===== src/rtl/ps2_key_tracker_pkg.sv =====
// Shared PS/2 constants, event layout and rx FSM state type for the key tracker.
package ps2_key_tracker_pkg;

    localparam logic [7:0] PS2_EXT   = 8'hE0;
    localparam logic [7:0] PS2_BRK   = 8'hF0;
    localparam logic [7:0] KEY_A     = 8'h1C;
    localparam logic [7:0] KEY_D     = 8'h23;
    localparam logic [7:0] KEY_SPACE = 8'h29;
    localparam int         EV_W      = 10;

    typedef enum logic [1:0] {
        RX_IDLE,
        RX_DATA,
        RX_PARITY,
        RX_STOP
    } rx_state_t;

    typedef struct packed {
        logic       ext;
        logic       brk;
        logic [7:0] code;
    } ps2_event_t;

    function automatic logic odd_parity_ok(input logic [7:0] data, input logic par);
        return ^{data, par};
    endfunction

endpackage


===== src/rtl/ps2_key_tracker_rx_frame.sv =====
// PS/2 frame receiver: pin synchronisers, falling-edge detect, frame FSM and
// mid-frame timeout. Emits one-cycle byte_valid or frame_err pulses.
module ps2_rx_frame
    import ps2_key_tracker_pkg::*;
#(
    parameter int SYNC_STAGES    = 2,
    parameter int TIMEOUT_CYCLES = 100000
) (
    input  logic       clk,
    input  logic       resetn,
    input  logic       ps_clk,
    input  logic       ps_data,
    output logic [7:0] rx_byte,
    output logic       byte_valid,
    output logic       frame_err
);

    localparam int TW = $clog2(TIMEOUT_CYCLES + 1);

    logic [SYNC_STAGES-1:0] clk_sync;
    logic [SYNC_STAGES-1:0] data_sync;
    logic                   clk_s;
    logic                   data_s;
    logic                   clk_prev;
    logic                   fall;

    rx_state_t state;
    rx_state_t state_next;
    logic [2:0]    bit_cnt;
    logic [7:0]    shift;
    logic          par_bit;
    logic [TW-1:0] tcnt;
    logic          timeout;
    logic          good;
    logic          bad;

    always_ff @(posedge clk or negedge resetn) begin
        if (!resetn) begin
            clk_sync  <= '1;
            data_sync <= '1;
            clk_prev  <= 1'b1;
        end else begin
            clk_sync  <= {clk_sync[SYNC_STAGES-2:0], ps_clk};
            data_sync <= {data_sync[SYNC_STAGES-2:0], ps_data};
            clk_prev  <= clk_s;
        end
    end

    assign clk_s  = clk_sync[SYNC_STAGES-1];
    assign data_s = data_sync[SYNC_STAGES-1];
    assign fall   = clk_prev & ~clk_s;

    // A fall in the same cycle restarts the count, so it always beats the timeout.
    assign timeout = (state != RX_IDLE) && !fall && (tcnt == TW'(TIMEOUT_CYCLES));

    always_comb begin
        state_next = state;
        good       = 1'b0;
        bad        = 1'b0;
        if (timeout) begin
            state_next = RX_IDLE;
            bad        = 1'b1;
        end else if (fall) begin
            case (state)
                RX_IDLE:   if (!data_s) state_next = RX_DATA;
                RX_DATA:   if (bit_cnt == 3'd7) state_next = RX_PARITY;
                RX_PARITY: state_next = RX_STOP;
                RX_STOP: begin
                    state_next = RX_IDLE;
                    if (odd_parity_ok(shift, par_bit) && data_s) good = 1'b1;
                    else bad = 1'b1;
                end
                default:   state_next = RX_IDLE;
            endcase
        end
    end

    always_ff @(posedge clk or negedge resetn) begin
        if (!resetn) begin
            state      <= RX_IDLE;
            bit_cnt    <= '0;
            shift      <= '0;
            par_bit    <= 1'b0;
            tcnt       <= '0;
            byte_valid <= 1'b0;
            frame_err  <= 1'b0;
        end else begin
            state      <= state_next;
            byte_valid <= good;
            frame_err  <= bad;
            if (fall && state == RX_IDLE) bit_cnt <= '0;
            if (fall && state == RX_DATA) begin
                shift   <= {data_s, shift[7:1]};
                bit_cnt <= bit_cnt + 3'd1;
            end
            if (fall && state == RX_PARITY) par_bit <= data_s;
            if (fall || state == RX_IDLE) tcnt <= '0;
            else if (!timeout) tcnt <= tcnt + TW'(1);
        end
    end

    assign rx_byte = shift;

endmodule


===== src/rtl/ps2_key_tracker.sv =====
// PS/2 keyboard front end: frame receiver, E0/F0 prefix decoder, per-key held
// bits and a first-word fall-through event FIFO.
module ps2_key_tracker
    import ps2_key_tracker_pkg::*;
#(
    parameter int                    NUM_KEYS       = 2,
    parameter logic [NUM_KEYS*9-1:0] KEY_CODES      = {9'h023, 9'h01C},
    parameter int                    SYNC_STAGES    = 2,
    parameter int                    TIMEOUT_CYCLES = 100000,
    parameter int                    FIFO_DEPTH     = 8
) (
    input  logic                clk,
    input  logic                resetn,
    input  logic                ps_clk,
    input  logic                ps_data,
    output logic [NUM_KEYS-1:0] key_held,
    output logic                ev_valid,
    input  logic                ev_ready,
    output logic [7:0]          ev_code,
    output logic                ev_break,
    output logic                ev_ext,
    output logic                frame_err,
    output logic                ev_overflow
);

    localparam int AW = $clog2(FIFO_DEPTH);

    logic [7:0] rx_byte;
    logic       byte_valid;

    ps2_rx_frame #(
        .SYNC_STAGES   (SYNC_STAGES),
        .TIMEOUT_CYCLES(TIMEOUT_CYCLES)
    ) u_rx (
        .clk       (clk),
        .resetn    (resetn),
        .ps_clk    (ps_clk),
        .ps_data   (ps_data),
        .rx_byte   (rx_byte),
        .byte_valid(byte_valid),
        .frame_err (frame_err)
    );

    logic       pend_ext;
    logic       pend_break;
    logic       push;
    ps2_event_t ev_in;

    always_comb begin
        ev_in = {pend_ext, pend_break, rx_byte};
        push  = byte_valid && (rx_byte != PS2_EXT) && (rx_byte != PS2_BRK);
    end

    // A bad frame drops any half-received prefix so it cannot tag the next key.
    always_ff @(posedge clk or negedge resetn) begin
        if (!resetn) begin
            pend_ext   <= 1'b0;
            pend_break <= 1'b0;
        end else if (frame_err) begin
            pend_ext   <= 1'b0;
            pend_break <= 1'b0;
        end else if (byte_valid) begin
            if (rx_byte == PS2_EXT) pend_ext <= 1'b1;
            else if (rx_byte == PS2_BRK) pend_break <= 1'b1;
            else begin
                pend_ext   <= 1'b0;
                pend_break <= 1'b0;
            end
        end
    end

    always_ff @(posedge clk or negedge resetn) begin
        if (!resetn) begin
            key_held <= '0;
        end else if (push) begin
            for (int unsigned i = 0; i < NUM_KEYS; i++) begin
                if ({ev_in.ext, ev_in.code} == KEY_CODES[i*9 +: 9]) key_held[i] <= ~ev_in.brk;
            end
        end
    end

    ps2_event_t      mem [FIFO_DEPTH];
    logic [AW-1:0]   wr_ptr;
    logic [AW-1:0]   rd_ptr;
    logic [AW:0]     count;
    logic            full;
    logic            pop;
    logic            wr_en;
    ps2_event_t      head;

    assign full     = (count == (AW+1)'(FIFO_DEPTH));
    assign ev_valid = (count != '0);
    assign pop      = ev_valid && ev_ready;
    assign wr_en    = push && (!full || pop);

    always_ff @(posedge clk or negedge resetn) begin
        if (!resetn) begin
            wr_ptr      <= '0;
            rd_ptr      <= '0;
            count       <= '0;
            ev_overflow <= 1'b0;
        end else begin
            ev_overflow <= push && full && !pop;
            if (wr_en) wr_ptr <= wr_ptr + AW'(1);
            if (pop) rd_ptr <= rd_ptr + AW'(1);
            case ({wr_en, pop})
                2'b10:   count <= count + (AW+1)'(1);
                2'b01:   count <= count - (AW+1)'(1);
                default: count <= count;
            endcase
        end
    end

    always_ff @(posedge clk) begin
        if (wr_en) mem[wr_ptr] <= ev_in;
    end

    assign head     = mem[rd_ptr];
    assign ev_code  = ev_valid ? head.code : '0;
    assign ev_break = ev_valid & head.brk;
    assign ev_ext   = ev_valid & head.ext;

endmodule


===== config.mk =====
export PLATFORM = sky130hd
export DESIGN_NAME = ps2_key_tracker
export DESIGN_NICKNAME = d
export VERILOG_FILES = /design/src/rtl/ps2_key_tracker_pkg.sv /design/src/rtl/ps2_key_tracker_rx_frame.sv /design/src/rtl/ps2_key_tracker.sv
export SDC_FILE = /design/constraint.sdc
export NUM_CORES = 1
export LEC_CHECK = 0
export ABC_AREA = 0
export CORE_MARGIN = 10
export CORE_UTILIZATION = 30
export DETAILED_ROUTE_END_ITERATION = 10
export PLACE_DENSITY_LB_ADDON = 0.15
export SLEW_MARGIN = 10
export SYNTH_ARGS = -nofsm -noshare
export SYNTH_HDL_FRONTEND = slang
export SYNTH_SLANG_ARGS = --single-unit
export TNS_END_PERCENT = 10

===== constraint.sdc =====
create_clock -name clk -period 4.2 [get_ports clk]
set_clock_uncertainty 0.1 [all_clocks]
set_input_delay 1.05 -clock clk [delete_from_list [all_inputs] [get_ports clk]]
set_output_delay 1.05 -clock clk [all_outputs]
set_load 0.01 [all_outputs]

==> results.yml, run 1 <==
grt:
  grt_pass1_vias: 3374
  grt_max_degree: 37
  grt_usage_pct: 9.822
  antenna_found_initial: 0
  grt_overflow: 0
  grt_pass1_wl_mm: 18.49
worst_setup_path:
  worstSetupStartpointType: "register"
  worst-path-buf-inv: 2
  cp.required_ns: 3.05
  cp_slowest_cell: "mux4_2"
  crit_path_cell_trace: "buf_4 > mux4_2 > mux2i_1 > nor2_1 > clkdlybuf4s50_1"
  worstPathMaxFanout: 21
  worst-setup-path-type: "reg -> out"
  critical_path.max_stage_delay_ns: 0.55
  cp.arrival_ns: 2.48
  cp-end-kind: "primary output"
  critical_path.top_delay_family: "buffers and inverters"
timing:
  rsz0062_at_grt: "no"
  fmax_mhz: 275.2
  worst_pin_slew_ns: 0.8586
  period_needed_ns: 3.634
  fin_setup_tns_ns: 0
  relSlewSlack_pct: 42.76
  setup_viol: 0
  hold_viol: 0
  fin_crit_sh_pct: 86.53
  slew_violations: 0
layout:
  fin_util_pct: 36.69
  nets: 441
  drive_gt1_share_pct: 18.99
  final_common_cell: "edfxtp_1"
  final_cell_mix: "edfxtp_1, dfrtp_1, nor2_1, nand2_1, mux4_2"
  diodes: 0
  finalNonFillerCells: 671
  area_growth_pct: 20.31
synth:
  synth_fp_nets: 401
  ys_seq_area_share_pct: 65.26
  synth-seq-cells: 133
  syn_inst: 385
  async_flop_share_pct: 39.85
  synth.cell_area_um2: 5723
  synth_edf_count: 80
  syn_avg_cell_area_um2: 14.86
  synth.distinct_cells: 46
  ys.flop_type: "edfxtp_1"
  synth_warnings: 0
power:
  leakagePower_nw: 2.591
  pwr_density_cell_nw_per_um2: 662.4
  irDropWorstVdd_uv: 330.6
clock_network:
  clk_latency_ns: 0.42
  cts_made_buffers: 17
  postCtsHoldBufs: 0
  clock_path_buffers: 2
  clkTransAtPathRegs_ns: 0.06
  cts_resized: 0
  cts-root-buf: "clkbuf_16"
  clock_sinks: 133
  cts_max_level: 4
  cts_tree: "built"
  postCtsSetupRepairBufs: 0
die:
  core_area_um2: 18770
  rows: 50
  ioPinCount: 20
  die_area_um2: 25000
  dieHeight_um: 158.1
  die_width_um: 158.1
  start_util_pct: 30.49
routing:
  wl_per_cell_um: 16.93
  routed_wirelength_mm: 11.36
  route.detailed.drc: 0
  vias: 3266
  drt_iter0_drc: 249
  avgViaCountPerCell: 4.867
  antenna_left: 0
  drt-pass1-iter-count: 4
min_path:
  hold_path.class: "reg -> reg"
placement:
  port_buffers: 19
  detailed_place_hpwl_mm: 7.373
  place_congestion: 0.7816
  place_inst: 640
job:
  drv_cap: 0
run_status:
  outcome: "completed"
-- area by class of cell --
type,instances,area (um2)
multi-input combinational,227,1897
inverter,15,56.30
clock buffer,17,425.4
tap,234,292.8
sequential,133,3735
fill,1789,11880
clock inverter,14,203.9
timing repair buffer,31,275.3
-- report_power, final --
part	total, mW	internal, mW	switching, mW	leakage [nW]
Sequential	1.87	1.60	0.264	1.44
Combinational	1.13	0.622	0.511	0.844
Clock	1.56	0.998	0.563	0.308
-- state kept, by name (all words and copies together) (netlist names) --
signal	flops
mem	80
u_rx.clk_sync	2
wr_ptr	3
u_rx.bit_cnt	3
pend_break	1
pend_ext	1
u_rx.par_bit	1
ev_overflow	1
u_rx.clk_prev	1
count	4
key_held	2
u_rx.byte_valid	1
u_rx.rx_byte	8
u_rx.tcnt	17
u_rx.frame_err	1
u_rx.data_sync	2
rd_ptr	3
u_rx.state	2
-- Yosys cell counts (2+ instances only) --
master / instances / area (um2)
clkbuf_1: 7 / 26.28
nor3_1: 11 / 55.05
xnor2_1: 12 / 105.1
xor2_1: 7 / 61.31
ha_1: 11 / 137.6
and2_1: 2 / 12.51
nor2b_1: 4 / 25.02
nand2_1: 24 / 90.09
mux2_2: 7 / 78.83
nand4_1: 8 / 50.05
mux2i_1: 14 / 140.1
nor2_1: 35 / 131.4
mux4_2: 20 / 450.4
nand2b_1: 6 / 37.54
dfstp_2: 5 / 131.4
nand3_1: 5 / 25.02
o21ai_0: 11 / 55.05
nor4_1: 5 / 31.28
inv_1: 15 / 56.30
buf_2: 2 / 10.01
dfrtp_1: 48 / 1201
nor4b_1: 2 / 17.52
and4_1: 5 / 43.79
or3_1: 5 / 31.28
xnor3_1: 2 / 45.04
a32o_1: 3 / 30.03
a21oi_1: 11 / 55.05
edfxtp_1: 80 / 2402
-- stage by stage --
stage	cell area [um2]	total power, mW	worst slack (ns)	hold slack (ns)
6_report	6885	4.561	0.5658	0.2549
5_1_grt	6885	4.824	0.3630	0.2564
4_1_cts	6885	4.636	0.4879	0.2561
3_5_place_dp	6256	3.058	0.8622	0.2478
3_3_place_gp	6256	3.042	0.9291	0.2454
2_1_floorplan	5723	2.614	1.273	0.2452
-- worst register-to-register path: cells and delay by family (launching register included) --
kind,cells,cell delay (ns)
and+or+nand+nor,4,0.97
adders and majority gates,1,0.22
xor gates and xnor gates,1,0.14
DFF,1,0.60
AOI/OAI and AO/OA,2,0.44
-- routing by layer --
layer | global-route usage [%] | up-vias | wire, um
li1 | - | 1544 | -
met1 | 11.85 | 1641 | 5081
met3 | 2.578 | 20 | 487
met2 | 16.20 | 61 | 5568
met4 | 4.279 | 0 | 224
met5 | 0 | - | 0
-- cell families (layout without fill, tap and decap cells) --
family	Yosys count	after routing	synth area share (%)
AO/OA/AOI/OAI	34	34	4.023
XOR/XNOR	21	21	3.695
adder cells (fa/ha/maj)	11	11	2.405
AND/OR/NAND/NOR	118	118	10.71
buffers and inverters	25	77	1.705
flip-flops	133	133	65.26
multiplexers	43	43	12.20
-- path summary, 6_finish.rpt --
path,startpoint,to,slack (ns),depth (start not counted)
max,rd_ptr[0]$_DFFE_PN0P_,ev_code[3],0.57,5
min,u_rx.clk_sync[0]$_DFF_PN1_,u_rx.clk_sync[1]$_DFF_PN1_,0.25,0
max reg2reg,u_rx.rx_byte[5]$_DFFE_PN0P_,count[2]$_DFFE_PN0P_,1.66,8
min reg2reg,u_rx.clk_sync[0]$_DFF_PN1_,u_rx.clk_sync[1]$_DFF_PN1_,0.25,0
max in group asynchronous,resetn,u_rx.clk_prev$_DFF_PN1_,2.53,2
min in group asynchronous,resetn,u_rx.tcnt[12]$_DFFE_PN0P_,0.65,1
Power figures use the tool's default switching activity.
==> run 2: changes to the inputs <==
--- a/config.mk
+++ b/config.mk
@@ -9,6 +9,9 @@
 export CORE_MARGIN = 10
 export CORE_UTILIZATION = 30
 export DETAILED_ROUTE_END_ITERATION = 10
+export DONT_BUFFER_PORTS = 1
+export GPL_TIMING_DRIVEN = 0
+export MAX_ROUTING_LAYER = met4
 export PLACE_DENSITY_LB_ADDON = 0.15
 export SLEW_MARGIN = 10
 export SYNTH_ARGS = -nofsm -noshare
==> run 2 against run 1 <==
Clock power decreased by 11%. Critical path type unchanged. Flip-flop and latch count is the same. Combinational power decreased by 11%. Sequential share of layout area rose by 2.4 points. Via count fell by 2.6%. Worst setup slack gained 0.39 ns.
==> results.yml, run 2 (synthesis gave the netlist of run 1 again) <==
run_status:
  outcome: "completed"
worst_setup_path:
  cp.arrival_ns: 2.10
  worstPathMaxFanout: 10
  cp_slowest_cell: "nor4_1"
  crit_start: "count[1]$_DFFE_PN0P_"
  worst-setup-path-type: "reg -> out"
  cp.required_ns: 3.05
  r2r_end: "mem[5][4]$_DFFE_PP_"
  reg2reg_from: "u_rx.rx_byte[1]$_DFFE_PN0P_"
  reg2reg_depth: 4
  cp-end-kind: "primary output"
  critical_path.max_stage_delay_ns: 0.62
  rrSetupSlack_ns: 1.25
  crit_path_cell_trace: "nor4_1 > clkbuf_1 > nor2_1"
  worstSetupStartpointType: "register"
  endpoint: "ev_code[5]"
clock_network:
  clkTransAtPathRegs_ns: 0.06
  postCtsHoldBufs: 0
  postCtsSetupRepairBufs: 0
  cts_tree: "built"
  cts-root-buf: "clkbuf_16"
  clock_path_buffers: 2
  cts_resized: 0
  cts_made_buffers: 17
  clk_latency_ns: 0.41
  cts_max_level: 4
  clock_sinks: 133
timing:
  fmax_mhz: 308.1
  rsz0062_at_grt: "no"
  hold_viol: 0
  setup_viol: 0
  slew_violations: 0
  fin_ws_ns: 0.9543
  fin_setup_tns_ns: 0
  period_needed_ns: 3.246
  fin_crit_sh_pct: 77.28
  worst_pin_slew_ns: 1.038
  relSlewSlack_pct: 30.56
routing:
  vias: 3181
  wl_per_cell_um: 17.33
  route.detailed.drc: 0
  drt_iter0_drc: 144
  avgViaCountPerCell: 4.871
  routed_wirelength_mm: 11.32
  antenna_left: 0
  drt-pass1-iter-count: 4
layout:
  diodes: 0
  final_cell_mix: "edfxtp_1, dfrtp_1, nor2_1, nand2_1, mux4_2"
  drive_gt1_share_pct: 17.66
  regMostFlops: "mem"
  nets: 422
  largest_reg_flops: 80
  area_growth_pct: 15.22
  final_common_cell: "edfxtp_1"
die:
  dieHeight_um: 158.1
  rows: 50
  core_area_um2: 18770
  die_width_um: 158.1
  start_util_pct: 30.49
  ioPinCount: 20
  die_area_um2: 25000
grt:
  grt_usage_pct: 10.11
  grt_overflow: 0
  grt_pass1_wl_mm: 18.79
  grt_pass1_vias: 3388
  antenna_found_initial: 0
  grt_max_degree: 54
job:
  drv_cap: 0
power:
  irDropWorstVdd_uv: 287.2
  leakagePower_nw: 2.451
  pwr_density_cell_nw_per_um2: 643.9
placement:
  port_buffers: 0
  place_congestion: 0.7451
  pre_cts_slack_ns: 0.9809
  detailed_place_hpwl_mm: 7.631
min_path:
  hold_path.class: "in -> async"
[run 2: worst min-delay path by stage]
stage	slack [ns]	startpoint	end
after floorplan	0.25	u_rx.clk_sync[0]$_DFF_PN1_	u_rx.clk_sync[1]$_DFF_PN1_
after global placement	0.25	u_rx.data_sync[0]$_DFF_PN1_	u_rx.data_sync[1]$_DFF_PN1_
after detailed placement	0.25	u_rx.data_sync[0]$_DFF_PN1_	u_rx.data_sync[1]$_DFF_PN1_
after CTS	0.21	resetn	u_rx.tcnt[9]$_DFFE_PN0P_
after global routing	0.20	resetn	u_rx.tcnt[9]$_DFFE_PN0P_
final	0.23	resetn	u_rx.tcnt[9]$_DFFE_PN0P_
[run 2: worst max-delay path: cells and delay by family (launching register included)]
kind                   cells  cell delay (ns)
and+or+nand+nor            2             0.81
buffers and inverters      1             0.44
DFF                        1             0.43
[run 2: area by class of cell]
cell class / instances / area [um2]
Multi-Input combinational cell: 227 / 1901
Buffer: 10 / 41.29
Clock inverter: 11 / 102.6
Inverter: 15 / 56.30
Tap cell: 234 / 292.8
Clock buffer: 21 / 450.4
Sequential cell: 133 / 3735
Fill cell: 1837 / 12170
Timing Repair Buffer: 2 / 15.01
[run 2: power breakdown]
part,switching (mW),internal [mW],total [mW]
Combinational,0.525,0.488,1.01
Clock,0.557,0.831,1.39
Sequential,0.242,1.60,1.85
[run 2: per-stage QoR]
step                cells  cell area (um2)  power (mW)  hold WS, ns  utilization (%)
floorplan             385             5723       2.614       0.2452                -
global placement      619             6016       2.891       0.2461            32.05
detailed placement    621             6041       2.920       0.2479            32.19
CTS                   653             6594       4.328       0.2055            35.13
global route          653             6594       4.509       0.2009            35.13
finish                653             6594       4.246       0.2254            35.13
[run 2: layer usage]
metal  vias up  track usage [%]  wire length [um]
li1       1505                -                 -
met3        16            3.392               445
met5         -                -                 0
met2        42            15.44              5402
met4         0            4.014               165
met1      1618            12.14              5305
==> run 3: changes to the inputs <==
==> constraint.sdc (replaced) <==
create_clock -name clk -period 2.6 [get_ports clk]
set_clock_uncertainty 0.1 [all_clocks]
set_input_delay 0.65 -clock clk [delete_from_list [all_inputs] [get_ports clk]]
set_output_delay 0.65 -clock clk [all_outputs]
set_load 0.01 [all_outputs]
==> run 3 against run 2 <==
Worst setup slack worse by 0.94 ns. Sequential power is 63% higher. Combinational power is 74% higher. Register-to-register slack worse by 1.2 ns. Sequential share of layout area is 1.4 points lower. Die area stayed put. Worst hold slack worse by 0.098 ns. Non-clock buffer count is 7 higher. Cell count is 1.1% higher. Core utilization is 0.95 points higher. Critical path depth is 1 higher. Largest cell class unchanged.
==> results.yml, run 3 (synthesis gave the netlist of run 1 again) <==
grt:
  grt_use_met3_pct: 3.311
  antenna_found_initial: 0
  grt_overflow: 0
  grtUsageMet2_pct: 15.62
  grt_usage_pct: 10.15
  grt_max_degree: 54
  grt_pass1_vias: 3424
  grt_pass1_wl_mm: 18.87
  top_usage_layer: "met2"
  grt_use_met1_pct: 12.14
timing:
  rsz0062_at_grt: "yes"
  relSlewSlack_pct: 57.24
  slew_violations: 0
  hold_viol: 0
  fin_crit_sh_pct: 99.46
  setup_viol: 0
  worst_pin_slew_ns: 0.6407
  period_needed_ns: 2.586
  fmax_mhz: 386.7
worst_setup_path:
  cp.required_ns: 1.85
  worstPathMaxFanout: 10
  r2r_end: "mem[5][4]$_DFFE_PP_"
  reg2reg_depth: 4
  reg2reg_from: "u_rx.rx_byte[6]$_DFFE_PN0P_"
  worst-setup-path-type: "reg -> out"
  crit_start: "rd_ptr[0]$_DFFE_PN0P_"
  rrSetupSlack_ns: 0.08
  cp-end-kind: "primary output"
  cp.arrival_ns: 1.84
  worstSetupStartpointType: "register"
placement:
  place_congestion: 0.7451
  place_area_um2: 6041
  port_buffers: 0
  place_inst: 621
  detailed_place_hpwl_mm: 7.631
layout:
  diodes: 0
  finalNonFillerCells: 660
  final_common_cell: "edfxtp_1"
  drive_gt1_share_pct: 22.77
  seq_area_um2: 3740
  nets: 429
  final_cell_mix: "edfxtp_1, dfrtp_1, nor2_1, nand2_1, mux4_2"
  multiInputGateArea_um2: 1969
  regMostFlops: "mem"
  stdcell_area_um2: 6773
  fillerInstances: 1824
  area_growth_pct: 18.34
  largest_reg_flops: 80
  fin_util_pct: 36.09
routing:
  route.detailed.drc: 0
  antenna_left: 0
  wl_per_cell_um: 17.29
  drt_iter0_drc: 118
  routed_wirelength_mm: 11.41
  vias: 3210
  avgViaCountPerCell: 4.864
  drt-pass1-iter-count: 4
min_path:
  hp-start: "ps_data"
  holdPathEnd: "u_rx.data_sync[0]$_DFF_PN1_"
  whs_path_depth: 0
  hold_path.class: "in -> reg"
clock_network:
  clock_path_buffers: 2
  cts_tree: "built"
  clock_sinks: 133
  clk_latency_ns: 0.42
  cts_made_buffers: 17
  cts-root-buf: "clkbuf_16"
  cts_max_level: 4
  clkTransAtPathRegs_ns: 0.06
power:
  power_mw: 7.028
  irDropWorstVdd_uv: 466.6
  leakagePower_nw: 2.509
  pwr_density_cell_nw_per_um2: 1038
die:
  core_area_um2: 18770
  start_util_pct: 30.49
  die_width_um: 158.1
  ioPinCount: 20
  die_area_um2: 25000
  rows: 50
  dieHeight_um: 158.1
run_status:
  outcome: "completed"
job:
  drv_cap: 0
[run 3: changes by cell type in the layout (fill, tap and decap cells not counted), sizes merged]
| cell | previous run | this run |
|---|---|---|
| buf | 4 | 11 |
| clkbuf | 29 | 28 |
| dlygate4sd3 | 0 | 1 |
[run 3: power by group]
group          internal [mW]  total (mW)  switching [mW]
clock network           1.34        2.25           0.905
registers               2.59        3.02           0.426
logic                  0.879        1.76           0.881
[run 3: worst max path at each step]
stage	to	slack (ns)	cells past startpoint
floorplan	mem[1][0]$_DFFE_PP_	0.05	4
global placement	mem[1][6]$_DFFE_PP_	-0.81	4
detailed placement	mem[5][6]$_DFFE_PP_	-0.39	4
CTS	mem[2][7]$_DFFE_PP_	-0.12	4
global route	ev_code[7]	-0.09	4
finish	ev_code[7]	0.01	4
[run 3: layout make-up]
class / instances / area share [%]
buffer: 10 / 1.053
clock buffer: 21 / 6.651
clock inverter: 11 / 1.515
inverter: 15 / 0.8313
multi-input combinational: 227 / 29.08
sequential: 133 / 55.22
tap: 234 / 4.323
timing repair buffer: 9 / 1.330
[run 3: worst max-delay path, cell delays in order (launching register included)]
cell and delay [ns]:
dfrtp_2 0.43, buf_12 0.17, mux4_2 0.54, mux2i_1 0.17, nor2_1 0.11
[run 3: layer usage]
metal	wire [um]	share of wire [%]	up-vias
met5	0	0	-
met4	129	1.1	0
met3	439	3.8	13
met2	5495	48	39
met1	5351	47	1643
li1	-	-	1515
[run 3: what timing repair did]
action | CTS | global route
endpoints found under the setup margin | 82 | 86
hold endpoints to repair | 53 | 0
resized for setup | 23 | 9
pin swaps | 0 | 2
hold buffers | 2 | 0
setup buffers | 0 | 5
[run 3: metrics by stage]
step	worst slack, ns	setup TNS, ns	hold WS (ns)
after floorplan	0.05209	0	0.2452
after CTS	-0.1223	-3.629	0.1098
after global routing	-0.08837	-1.429	0.1042
after detailed placement	-0.3863	-22.53	0.2479
final	0.01409	0	0.1276
after global placement	-0.8112	-33.53	0.2461
